**config.mk**
```make
export PLATFORM = sky130hd
export DESIGN_NAME = uart_mem_loader
export DESIGN_NICKNAME = d
export VERILOG_FILES = /design/src/rtl/uart_mem_loader.sv
export SDC_FILE = /design/constraint.sdc
export NUM_CORES = 1
export LEC_CHECK = 0
export ABC_AREA = 1
export BUFFER_PORTS_ARGS = -buffer_cell sky130_fd_sc_hd__buf_2
export CORE_MARGIN = 2
export CORE_UTILIZATION = 35
export CTS_CLUSTER_SIZE = 20
export DETAILED_ROUTE_END_ITERATION = 12
export GPL_TIMING_DRIVEN = 0
export PLACE_DENSITY = 0.55
export SYNTH_ARGS = -nofsm -noshare
export SYNTH_HDL_FRONTEND = slang
export SYNTH_SLANG_ARGS = --single-unit
```
**constraint.sdc**
```tcl
create_clock -name clk -period 1.45 [get_ports clk]
set_input_delay 0 -clock clk [delete_from_list [all_inputs] [get_ports clk]]
set_output_delay 0 -clock clk [all_outputs]
set_load 0.03 [all_outputs]
```
**src/rtl/uart_mem_loader.sv**
```systemverilog
// Serial boot loader: UART RX -> command parser -> 16-bit memory writes, CPU reset control, ACK/NAK replies.
// Optional macro LOADER_CHECKSUM_EN adds an XOR checksum byte to the 'G' (run) command.
module uart_mem_loader #(
  parameter int CLK_HZ       = 12000000,
  parameter int BAUD         = 115200,
  parameter int ADDR_W       = 12,
  parameter int DATA_W       = 16,
  parameter int TIMEOUT_BITS = 32
) (
  input  logic              clk,
  input  logic              rst,
  input  logic              rx,
  output logic              mem_we,
  output logic [ADDR_W-1:0] mem_addr,
  output logic [DATA_W-1:0] mem_wdata,
  output logic              cpu_reset,
  output logic [7:0]        tx_data,
  output logic              tx_valid,
  input  logic              tx_ready,
  output logic [7:0]        err_count
);

  localparam int CLKS_PER_BIT = CLK_HZ / BAUD;
  localparam int HALF_BIT     = CLKS_PER_BIT / 2;
  localparam int TMO_CYCLES   = TIMEOUT_BITS * CLKS_PER_BIT;
  localparam int CNT_W        = $clog2(CLKS_PER_BIT + 1);
  localparam int TMO_W        = $clog2(TMO_CYCLES + 1);

  localparam logic [1:0] RX_WAIT  = 2'd0;
  localparam logic [1:0] RX_START = 2'd1;
  localparam logic [1:0] RX_DATA  = 2'd2;
  localparam logic [1:0] RX_STOP  = 2'd3;

  localparam logic [2:0] P_IDLE  = 3'd0;
  localparam logic [2:0] P_A_HI  = 3'd1;
  localparam logic [2:0] P_A_LO  = 3'd2;
  localparam logic [2:0] P_D_HI  = 3'd3;
  localparam logic [2:0] P_D_LO  = 3'd4;
  localparam logic [2:0] P_WRITE = 3'd5;
  localparam logic [2:0] P_RESP  = 3'd6;
  localparam logic [2:0] P_CSUM  = 3'd7;

  localparam logic [7:0] CMD_W = 8'h57;
  localparam logic [7:0] CMD_G = 8'h47;
  localparam logic [7:0] CMD_H = 8'h48;
  localparam logic [7:0] ACK   = 8'h06;
  localparam logic [7:0] NAK   = 8'h15;

  // ---------------- receiver ----------------
  logic             rx_meta, rx_sync, rx_s, rx_prev;
  logic [1:0]       rx_state;
  logic [CNT_W-1:0] bit_cnt;
  logic [2:0]       bit_idx;
  logic [7:0]       rx_shift;
  logic             byte_valid;
  logic             frame_err;

  // NOTE: every clocked block uses non-blocking assignments so all registers
  // update from pre-edge values, regardless of statement order.
  always_ff @(posedge clk) begin
    if (rst) begin
      rx_meta    <= 1'b1;
      rx_sync    <= 1'b1;
      rx_s       <= 1'b1;
      rx_prev    <= 1'b1;
      rx_state   <= RX_WAIT;
      bit_cnt    <= '0;
      bit_idx    <= '0;
      rx_shift   <= '0;
      byte_valid <= 1'b0;
      frame_err  <= 1'b0;
    end else begin
      rx_meta    <= rx;
      rx_sync    <= rx_meta;
      rx_s       <= rx_sync;
      rx_prev    <= rx_s;
      byte_valid <= 1'b0;
      frame_err  <= 1'b0;
      case (rx_state)
        RX_WAIT: begin
          if (rx_prev && !rx_s) begin
            rx_state <= RX_START;
            bit_cnt  <= '0;
          end
        end
        RX_START: begin
          // Mid-bit recheck rejects short low glitches silently.
          if (bit_cnt == CNT_W'(HALF_BIT - 1)) begin
            bit_cnt  <= '0;
            bit_idx  <= '0;
            rx_state <= rx_s ? RX_WAIT : RX_DATA;
          end else begin
            bit_cnt <= bit_cnt + 1'b1;
          end
        end
        RX_DATA: begin
          if (bit_cnt == CNT_W'(CLKS_PER_BIT - 1)) begin
            bit_cnt  <= '0;
            rx_shift <= {rx_s, rx_shift[7:1]};
            bit_idx  <= bit_idx + 3'd1;
            if (bit_idx == 3'd7) rx_state <= RX_STOP;
          end else begin
            bit_cnt <= bit_cnt + 1'b1;
          end
        end
        default: begin
          if (bit_cnt == CNT_W'(CLKS_PER_BIT - 1)) begin
            bit_cnt    <= '0;
            rx_state   <= RX_WAIT;
            byte_valid <= rx_s;
            frame_err  <= !rx_s;
          end else begin
            bit_cnt <= bit_cnt + 1'b1;
          end
        end
      endcase
    end
  end

  // ---------------- parser ----------------
  logic [2:0]       p_state;
  logic [7:0]       a_hi, a_lo, d_hi;
  logic             hold_valid;
  logic [7:0]       hold_data;
  logic [TMO_W-1:0] tmo_cnt;
  logic             payload_state, accept_state, in_valid, overrun, tmo_hit, proto_err;
  logic [7:0]       in_byte;
`ifdef LOADER_CHECKSUM_EN
  logic [7:0]       csum;
`endif

  // NOTE: each always_comb output gets a default first so no path infers a latch.
  always_comb begin
    payload_state = (p_state == P_A_HI) || (p_state == P_A_LO) ||
                    (p_state == P_D_HI) || (p_state == P_D_LO);
`ifdef LOADER_CHECKSUM_EN
    payload_state = payload_state || (p_state == P_CSUM);
`endif
    accept_state = payload_state || (p_state == P_IDLE);
    // The held byte is older than any byte arriving this cycle, so it goes first.
    in_byte   = hold_valid ? hold_data : rx_shift;
    in_valid  = accept_state && (hold_valid || byte_valid);
    overrun   = !accept_state && byte_valid && hold_valid;
    tmo_hit   = payload_state && !in_valid && (tmo_cnt == TMO_W'(TMO_CYCLES - 1));
    proto_err = 1'b0;
    if (p_state == P_IDLE && in_valid &&
        in_byte != CMD_W && in_byte != CMD_G && in_byte != CMD_H)
      proto_err = 1'b1;
`ifdef LOADER_CHECKSUM_EN
    if (p_state == P_CSUM && in_valid && in_byte != csum) proto_err = 1'b1;
`endif
  end

  always_ff @(posedge clk) begin
    if (rst) begin
      p_state    <= P_IDLE;
      a_hi       <= '0;
      a_lo       <= '0;
      d_hi       <= '0;
      hold_valid <= 1'b0;
      hold_data  <= '0;
      tmo_cnt    <= '0;
      mem_we     <= 1'b0;
      mem_addr   <= '0;
      mem_wdata  <= '0;
      cpu_reset  <= 1'b1;
      tx_valid   <= 1'b0;
      tx_data    <= '0;
      err_count  <= '0;
    end else begin
      if (accept_state) begin
        if (hold_valid) begin
          hold_valid <= byte_valid;
          hold_data  <= rx_shift;
        end
      end else if (byte_valid && !hold_valid) begin
        hold_valid <= 1'b1;
        hold_data  <= rx_shift;
      end

      if (!payload_state || in_valid) tmo_cnt <= '0;
      else                            tmo_cnt <= tmo_cnt + 1'b1;

      if ((frame_err || overrun || tmo_hit || proto_err) && err_count != 8'hFF)
        err_count <= err_count + 8'd1;

      case (p_state)
        P_IDLE: begin
          if (in_valid) begin
            tx_valid <= 1'b1;
            p_state  <= P_RESP;
            case (in_byte)
              CMD_W: begin
                tx_valid <= 1'b0;
                p_state  <= P_A_HI;
              end
              CMD_G: begin
`ifdef LOADER_CHECKSUM_EN
                tx_valid <= 1'b0;
                p_state  <= P_CSUM;
`else
                cpu_reset <= 1'b0;
                tx_data   <= ACK;
`endif
              end
              CMD_H: begin
                cpu_reset <= 1'b1;
                tx_data   <= ACK;
              end
              default: tx_data <= NAK;
            endcase
          end
        end
        P_A_HI: if (in_valid) begin a_hi <= in_byte; p_state <= P_A_LO; end
        P_A_LO: if (in_valid) begin a_lo <= in_byte; p_state <= P_D_HI; end
        P_D_HI: if (in_valid) begin d_hi <= in_byte; p_state <= P_D_LO; end
        P_D_LO: begin
          if (in_valid) begin
            if (cpu_reset) begin
              mem_addr  <= ADDR_W'({a_hi, a_lo});
              mem_wdata <= {d_hi, in_byte};
              mem_we    <= 1'b1;
              p_state   <= P_WRITE;
            end else begin
              // CPU running: payload is consumed but memory is left untouched.
              tx_data  <= NAK;
              tx_valid <= 1'b1;
              p_state  <= P_RESP;
            end
          end
        end
        P_WRITE: begin
          mem_we   <= 1'b0;
          tx_data  <= ACK;
          tx_valid <= 1'b1;
          p_state  <= P_RESP;
        end
        P_RESP: begin
          if (tx_ready) begin
            tx_valid <= 1'b0;
            p_state  <= P_IDLE;
          end
        end
        default: begin
`ifdef LOADER_CHECKSUM_EN
          if (in_valid) begin
            tx_valid <= 1'b1;
            p_state  <= P_RESP;
            if (in_byte == csum) begin
              cpu_reset <= 1'b0;
              tx_data   <= ACK;
            end else begin
              tx_data <= NAK;
            end
          end
`else
          p_state <= P_IDLE;
`endif
        end
      endcase

      if (tmo_hit) p_state <= P_IDLE;
    end
  end

`ifdef LOADER_CHECKSUM_EN
  // Folds only payloads of writes that actually land in memory.
  always_ff @(posedge clk) begin
    if (rst) begin
      csum <= '0;
    end else if (p_state == P_CSUM && in_valid && in_byte == csum) begin
      csum <= '0;
    end else if (in_valid && cpu_reset &&
                 (p_state == P_A_HI || p_state == P_A_LO ||
                  p_state == P_D_HI || p_state == P_D_LO)) begin
      csum <= csum ^ in_byte;
    end
  end
`endif

endmodule

```
# ---- Word-level counts from Yosys, hierarchy flattened
# Cells that the tools add are included.
dict set report op_classes {
  n_addsub 4
  n_eq_ne 33
  n_mux 46
  bitwise 1
  n_reduce_logical 52
}
# cell n
set op_table {}
lappend op_table {{two-way mux 8 bit} 7}
lappend op_table {{!= test 2 bit (second input constant)} 14}
lappend op_table {{two-way mux 3 bit} 9}
lappend op_table {{== test 8 x 7 -> 1 bit (second input constant)} 3}
lappend op_table {{!= test 8 x 7 -> 1 bit (second input constant)} 3}
lappend op_table {{case mux 8 bit (3 select lines)} 1}
lappend op_table {{two-way mux 7 bit} 3}
lappend op_table {{case mux 3 bit (7 select lines)} 1}
lappend op_table {{case mux 8 bit (2 select lines)} 1}
lappend op_table {{AND reduction 5 bit} 3}
lappend op_table {{two-way mux 2 bit} 7}
lappend op_table {{case mux 7 bit (2 select lines)} 1}
lappend op_table {{adder 12 x 1 -> 12 bit (second input constant)} 1}
lappend op_table {{== test 12 bit (second input constant)} 1}
lappend op_table {{== test 3 bit (second input constant)} 4}
lappend op_table {{logical AND 1 bit} 12}
lappend op_table {{AND reduction 3 bit} 4}
lappend op_table {{two-way mux 1 bit} 11}
lappend op_table {{AND reduction 2 bit} 5}
lappend op_table {{logical OR 1 bit} 9}
lappend op_table {{adder 8 x 1 -> 8 bit (second input constant)} 1}
lappend op_table {{!= test 8 bit (second input constant)} 1}
lappend op_table {{nonzero test 2 bit} 4}
lappend op_table {{adder 7 x 1 -> 7 bit (second input constant)} 1}
lappend op_table {{20 further kinds} 29}
dict set report word_totals {
  regBits 117
  inputBits 4
  output_inout_bits 47
  word_cells 160
}

# ---- Depth between registers and ports, before layout
# Gate-level depths: netlist of run 1.
dict set report depth {
  depth_word 13
  ltp_mapped 14
}

# ---- Worst setup path after synthesis of run 1
# Ideal clock, no wire load.
dict set report synth_timing {
  kind {flip-flop to flip-flop}
  from {reg err_count[0]}
  to {reg err_count[5]}
  arrival_ps 1648
  path_slack_ps -269
  path_stages_with_launch 8
  n_path_buf 0
  path_cell_list {dfxtp_1 > ha_1 > nand2_1 > nor3b_1 > nand2_2 > nand2_1 > nand2_1 > a21oi_1}
}
dict set report synth_between {
  elab_chain_len 2
  elab_cells_between_ends 3
  classes_between {add/sub (1); eq/ne (1); reduce/logical (1)}
}
# element line_no
set synth_rtl {}
lappend synth_rtl {{start, declared} 20} ;# output logic [7:0] err_count
lappend synth_rtl {{start signal, assigned} 185} ;# err_count <= err_count + 8'd1;
lappend synth_rtl {{branches (longest 2 deep; another with adder 8 x 1 -> 8 bit)} --}
# Several ways; the timed one is not identified.
# A chain may end at the register's enable or synchronous reset.

# ---- Worst setup path in the final report of run 1
dict set report layout_timing {
  from {reg hold_valid}
  to {reg p_state[1]}
}
dict set report layout_between {
  elab_chain_len 6
  elab_cells_between_ends 17
  classes_between {eq/ne (6); mux (4); reduce/logical (7)}
}
# element line_no
set layout_rtl {}
lappend layout_rtl {{start, declared} 123} ;# logic hold_valid;
lappend layout_rtl {{start signal, assigned} 173} ;# hold_valid <= byte_valid;
lappend layout_rtl {{branches (longest 6 deep; another with two-way mux 8 bit)} --}
lappend layout_rtl {{end signal, assigned} 156} ;# p_state <= P_IDLE;
lappend layout_rtl {{end signal, assigned} 191} ;# p_state <= P_RESP;
lappend layout_rtl {{end signal, assigned} 195} ;# p_state <= P_A_HI;
lappend layout_rtl {{end, declared} 121} ;# logic [2:0] p_state;
# Several ways; the timed one is not identified. The select of a mux whose other input is x is not followed.

==> run metrics, run 1 <==
class of the worst hold path input pin to flop; post-place setup slack -395 ps; Antenna Violating Nets Remaining 0; Final Max Slew Viols 0; fmax 0.595 GHz; placed cell count 846; Final #Nets 759; count of state elements after synthesis 112; Power Density 834 mW/mm^2; GRT Util Overall 0.173; setup slack after layout -231 ps; crit start category flop; Placer Congestion 0.827; Register Area 0.00227 mm^2; Worst-Margin Slew 733 ps; DR vias/cell 4.88; CP max stage cell dfxtp_4; DRT iter0 DRCs 209; final setup fails 72; Seq/Total Area, Yosys 0.482; Simple-Gate Fraction of Synth Area 0.201; first-pass GRT wire length 19.8 mm; Clock Skew 15.5 ps; XOR/XNOR Fraction of Synth Area 0.0207; Clock Sinks 112; kind of critical path flop to flop; Syn Area/Cell 7.49 um^2; Final min period 1680 ps; Yosys warnings 0; Ports 51; gr ovfl total 0; Layout Cells excl Fill 931; Site Rows 42; worst-path cell chain buf_16 > nand2_1 > nand2_2 > nand2_2 > nor2_4 > nand2_2 > buf_6 > nand2_1 > o2111ai_2 > nand2_1 > a21oi_1; # diodes 0; period utilization 1.16; largest net degree at the start of global routing 20; Required @ worst endpoint 1690 ps; slowest cell delay on critical path 450 ps; CTS tree done; core area 0.0131 mm^2; Cells after Synth 621; maxcap violations 0; Slew HR 0.511; vias in the first global route 4,273; Fillers 1,225; drt drc 0; Data arrival, critical path 1930 ps; Area Overhead vs Synth 48.0%; H-tree Lvls 3; cell taking the most area after synthesis dfxtp_1; total wire length 13.0 mm; maximum VDD drop 0.000619 V; Synth top area share 0.482; failing checks setup timing; Inserted Clock Buffers 9; CTS Buffer Depth 2; Critical Path End Type flop; initial antenna violation count 0; dpl hpwl 8.07 mm; Core Util, Final 0.526; unrepaired setup endpoints after global routing true; die area 0.0142 mm^2; Clock Pin Slew Worst Setup and Hold Paths 70 ps; post-synthesis mux area share 0; R2R setup slack -230 ps; fraction of layout cells with a size suffix above 1 0.416; Cell variety after synth 33; Final Hold Vio Count 0; die height 119 um; status finished with violations; routed wire length per instance 13.9 um; Area contributors post-synth dfxtp_1, a21oi_1, nand2_1; Die X 119 um; Root Driver clkbuf_16; PortBufs 46; Post-Syn Area 0.00465 mm^2; DR vias 4,546; Max FO, Critical Path 7; Clk Latency, worst-skew pair 360 ps; total leakage power 0.00294 uW; largest family of logic cells by synthesized area simple AND/OR/NAND/NOR gates; Synth Area in Compound Gates 0.187; Initial Util 0.356; DR pass1 iterations 5; Multi-input gate area 0.00270 mm^2; adder-cell area share of the yosys netlist 0.0134
[metrics by stage]
step	cell area, um^2	hold WS, ps	setup TNS [ps]	total power, uW
finish	6890	9.84	-5440	5740
global route	6890	15.4	-12420	5980
CTS	6150	40.3	-3000	5780
detailed placement	5200	187	-20000	3360
global placement	5200	184	-17840	3360
floorplan	4750	104	-34.4	3310
[power breakdown]
group	switching [uW]	leakage [uW]	internal, uW	total [uW]
clock network	1180	0.000138	1190	2380
logic	166	0.00189	93.8	259
registers	20.4	0.000910	3090	3110
total	1370	0.00294	4370	5740
[sequential cells by signal (all words and copies together), names as in the netlist, 7 cells and up]
register / flops
a_lo: 8
d_hi: 8
mem_addr: 12
bit_cnt: 7
rx_shift: 8
hold_data: 8
err_count: 8
tmo_cnt: 12
mem_wdata: 16
[worst max-delay path, delay by kind of cell (launching register included)]
kind / cells / cell delay, ps
buf+inv: 2 / 260
simple gates: 7 / 670
flops: 1 / 450
compound gates: 2 / 180
[final timing paths]
| check | end | from | depth (start not counted) |
|---|---|---|---|
| min | tmo_cnt[9] | rst | 4 |
| max reg2reg | p_state[1] | hold_valid | 11 |
| max | p_state[1] | hold_valid | 11 |
| min reg2reg | rx_s | rx_sync | 1 |
[layout make-up]
type / count / share of cell area
Multi-Input combinational cell: 408 / 0.392
Sequential cell: 112 / 0.329
Timing Repair Buffer: 115 / 0.125
Inverter: 77 / 0.0467
Buffer: 27 / 0.0340
Clock buffer: 10 / 0.0333
Tap cell: 176 / 0.0320
Clock inverter: 6 / 0.00763
[repair_timing]
action                                  in CTS  in global routing
endpoints found under the hold margin        1                  0
pin swaps                                   36                 40
resized for setup                           98                174
buffers inserted                            41                 25
hold buffers                                 1                  0
endpoints found under the setup margin     103                 96
gates cloned                                 2                  5
[metal layers]
layer | track usage | wire length (um)
met1 | 0.209 | 5540
met5 | 0 | 0
met2 | 0.306 | 6690
met3 | 0.0335 | 496
met4 | 0.0603 | 229
[synthesized netlist by cell type]
master,n
xor2_1,10
inv_2,2
ha_1,5
o2111ai_1,1
a21oi_1,80
o211ai_1,4
buf_2,8
dfxtp_1,112
a22oi_1,1
conb_1,1
a211oi_1,5
a21boi_0,1
o21ai_0,69
o21bai_1,1
nor3b_1,1
nand3b_1,1
buf_4,7
nor3_1,9
clkinv_1,2
inv_1,73
nor4_1,2
nand2_2,1
buf_1,1
buf_6,2
or2_2,7
nor3_4,1
xnor2_1,1
nor2_1,65
nand4_1,5
a31oi_1,4
nand2_1,103
nand3_1,27
clkbuf_1,9
[cell usage in the layout (no fill, tap or decap), types with 13 or more instances in the layout]
cell type	Yosys	final
o21ai_1	0	23
o21ai_0	69	35
buf_6	2	26
dfxtp_1	112	100
nor2_1	65	39
nor2_2	0	13
a21oi_2	0	16
nand2_1	103	60
buf_4	7	52
nand2_2	1	20
buf_2	8	48
a21oi_1	80	63
nor2_4	0	13
inv_1	73	58
nand2_4	0	22
[kinds of logic (layout without fill, tap and decap cells)]
family,count (synthesis),in the layout
and+or+nand+nor,222,222
AOI/OAI and AO/OA,166,166
DFF,112,112
buffers and inverters,104,235
xor gates and xnor gates,11,11
adders and majority gates,5,5
other,1,4
Note: power is estimated with default switching activity, not from simulation.
==> run 2: changes to the inputs <==
--- a/config.mk
+++ b/config.mk
@@ -13,6 +13,7 @@
 export DETAILED_ROUTE_END_ITERATION = 12
 export GPL_TIMING_DRIVEN = 0
 export PLACE_DENSITY = 0.55
+export RECOVER_POWER = 50
 export SYNTH_ARGS = -nofsm -noshare
 export SYNTH_HDL_FRONTEND = slang
 export SYNTH_SLANG_ARGS = --single-unit
==> run metrics, run 2 (synthesized netlist as in run 1, its figures left out) <==
met2 wire len 6.65 mm (-0.52%); maxcap violations 0 (unchanged); Clk Latency, worst-skew pair 360 ps (about the same); gr ovfl total 0 (unchanged); DR vias 4,538 (-0.18%); core area 0.0131 mm^2 (unchanged); Clock Pin Slew Worst Setup and Hold Paths 70 ps (about the same); max reg flops 16 (unchanged); status finished with violations; Fillers 1,231 (+0.49%); die height 119 um (unchanged); total leakage power 0.00283 uW (-3.9%); Data arrival, critical path 1930 ps (about the same); Ports 51 (unchanged); Clk pwr share 0.414 (about the same); routed wire length per instance 13.9 um (about the same); combinational group share of total power 0.045 (about the same); H-tree Lvls 3 (unchanged); Max FO, Critical Path 7 (unchanged); Inserted Clock Buffers 9 (unchanged); die area 0.0142 mm^2 (unchanged); Die X 119 um (unchanged); top layer in use met4; # diodes 0 (unchanged); vias in the first global route 4,273 (unchanged); GRT Util Overall 0.173 (unchanged); largest net degree at the start of global routing 20 (unchanged); DR vias/cell 4.87 (-0.18%); DRT iter0 DRCs 213 (+1.9%); CTS Buffer Depth 2 (unchanged); Int Power 4370 uW (about the same); Clock Skew 14.9 ps (-0.512 ps); worst hold slack 8.09 ps (-1.76 ps); Final min period 1680 ps (-0.281 ps); first-pass GRT wire length 19.8 mm (unchanged); met3 WL 435 um (-12%); dpl hpwl 8.07 mm (unchanged); Worst-Margin Slew 736 ps (+3.01 ps); Root Driver clkbuf_16; PortBufs 46 (unchanged); Final Max Slew Viols 0 (unchanged); final setup fails 72 (unchanged); Antenna Violating Nets Remaining 0 (unchanged); fmax 0.595 GHz (about the same); fraction of layout cells with a size suffix above 1 0.381 (-0.0344); Final Hold Vio Count 0 (unchanged); sequential share of power 0.540 (about the same); Critical Path End Type flop; most frequent cells in the layout dfxtp_1, a21oi_1, nand2_1, inv_1, buf_4; kind of critical path flop to flop; crit start category flop; total wire length 13.0 mm (about the same); final total power 5750 uW (about the same); Power Density 839 mW/mm^2 (+0.55%); period utilization 1.16 (about the same); Required @ worst endpoint 1700 ps (about the same); drt drc 0 (unchanged); setup slack after layout -231 ps (+0.281 ps); Multi-input gate area 0.00270 mm^2 (unchanged); sw frac 0.239 (+0.000611); M1 wire length 5.62 mm (+1.4%); class of the worst hold path input pin to flop; Placer Congestion 0.827 (unchanged); failing checks setup timing; Site Rows 42 (unchanged); Initial Util 0.356 (unchanged); Register Area 0.00227 mm^2 (unchanged); Slew HR 0.509 (-0.00201); biggest regs mem_wdata x16, mem_addr x12, tmo_cnt x12; total negative slack -5450 ps (-5.76 ps); CTS tree done; initial antenna violation count 0 (unchanged); switching pwr 1380 uW (+0.33%); maximum VDD drop 0.000619 V (about the same); Final #Nets 759 (unchanged); most common cell after layout, fill and taps aside dfxtp_1; register name with the most flops mem_wdata; DR pass1 iterations 4 (-1); Area Overhead vs Synth 47.3%; Clock Sinks 112 (unchanged); unrepaired setup endpoints after global routing true
==> run 2: changes by cell type in the layout (fill, tap and decap cells not counted), sizes merged <==
cell and delta:
buf -26, clkbuf +26
==> run 2: power groups by stage <==
stage / logic, uW / registers, uW / clock network (uW)
floorplan: 137 / 3170 / 0
global placement: 186 / 3170 / 0
detailed placement: 187 / 3170 / 0
CTS: 243 / 3100 / 2430
global route: 291 / 3110 / 2580
finish: 260 / 3110 / 2380
==> run 2: what timing repair did <==
item | in CTS | in global routing
gates resized for setup | 98 | 174
hold buffers | 1 | 0
buffers inserted | 41 | 25
pin swaps | 36 | 40
endpoints found under the setup margin | 103 | 96
gates cloned | 2 | 5
hold endpoints to repair | 1 | 0
==> run 2: final timing paths <==
path,from,endpoint,slack [ps],cells after the start
hold reg to reg,rx_sync,rx_s,410,1
hold / removal,rst,tmo_cnt[9],8,4
setup / recovery,hold_valid,p_state[1],-230,11
setup reg to reg,hold_valid,p_state[1],-230,11
==> run 2: per-layer routing <==
layer	vias up	GRT usage
met1	2147	0.209
met3	22	0.0335
met2	72	0.306
li1	2297	-
met5	-	0
met4	0	0.0603
==> run 2: layout make-up <==
| class | instances | area share |
|---|---|---|
| multi-input cells | 408 | 0.394 |
| flip-flops and latches | 112 | 0.331 |
| repair buffers | 115 | 0.121 |
| inverters | 77 | 0.0469 |
| plain buffers | 27 | 0.0341 |
| clock buffers | 10 | 0.0334 |
| well taps | 176 | 0.0321 |
| clock inverters | 6 | 0.00767 |
==> run 2: critical path: stages (launching register included) <==
cell	delay, ps
dfxtp_4	460
buf_16	140
nand2_1	90
nand2_2	100
nand2_2	80
nor2_4	130
nand2_2	80
buf_6	120
nand2_1	110
o2111ai_2	120
nand2_1	80
a21oi_1	60
==> run 2: stage by stage <==
step,util,worst slack (ps),cell area (um^2),instances
after global placement,0.398,-392,5200,846
after floorplan,-,-9.03,4750,624
final,0.524,-231,6850,931
after CTS,0.470,-214,6150,906
after global routing,0.524,-329,6850,931
after detailed placement,0.398,-395,5200,846
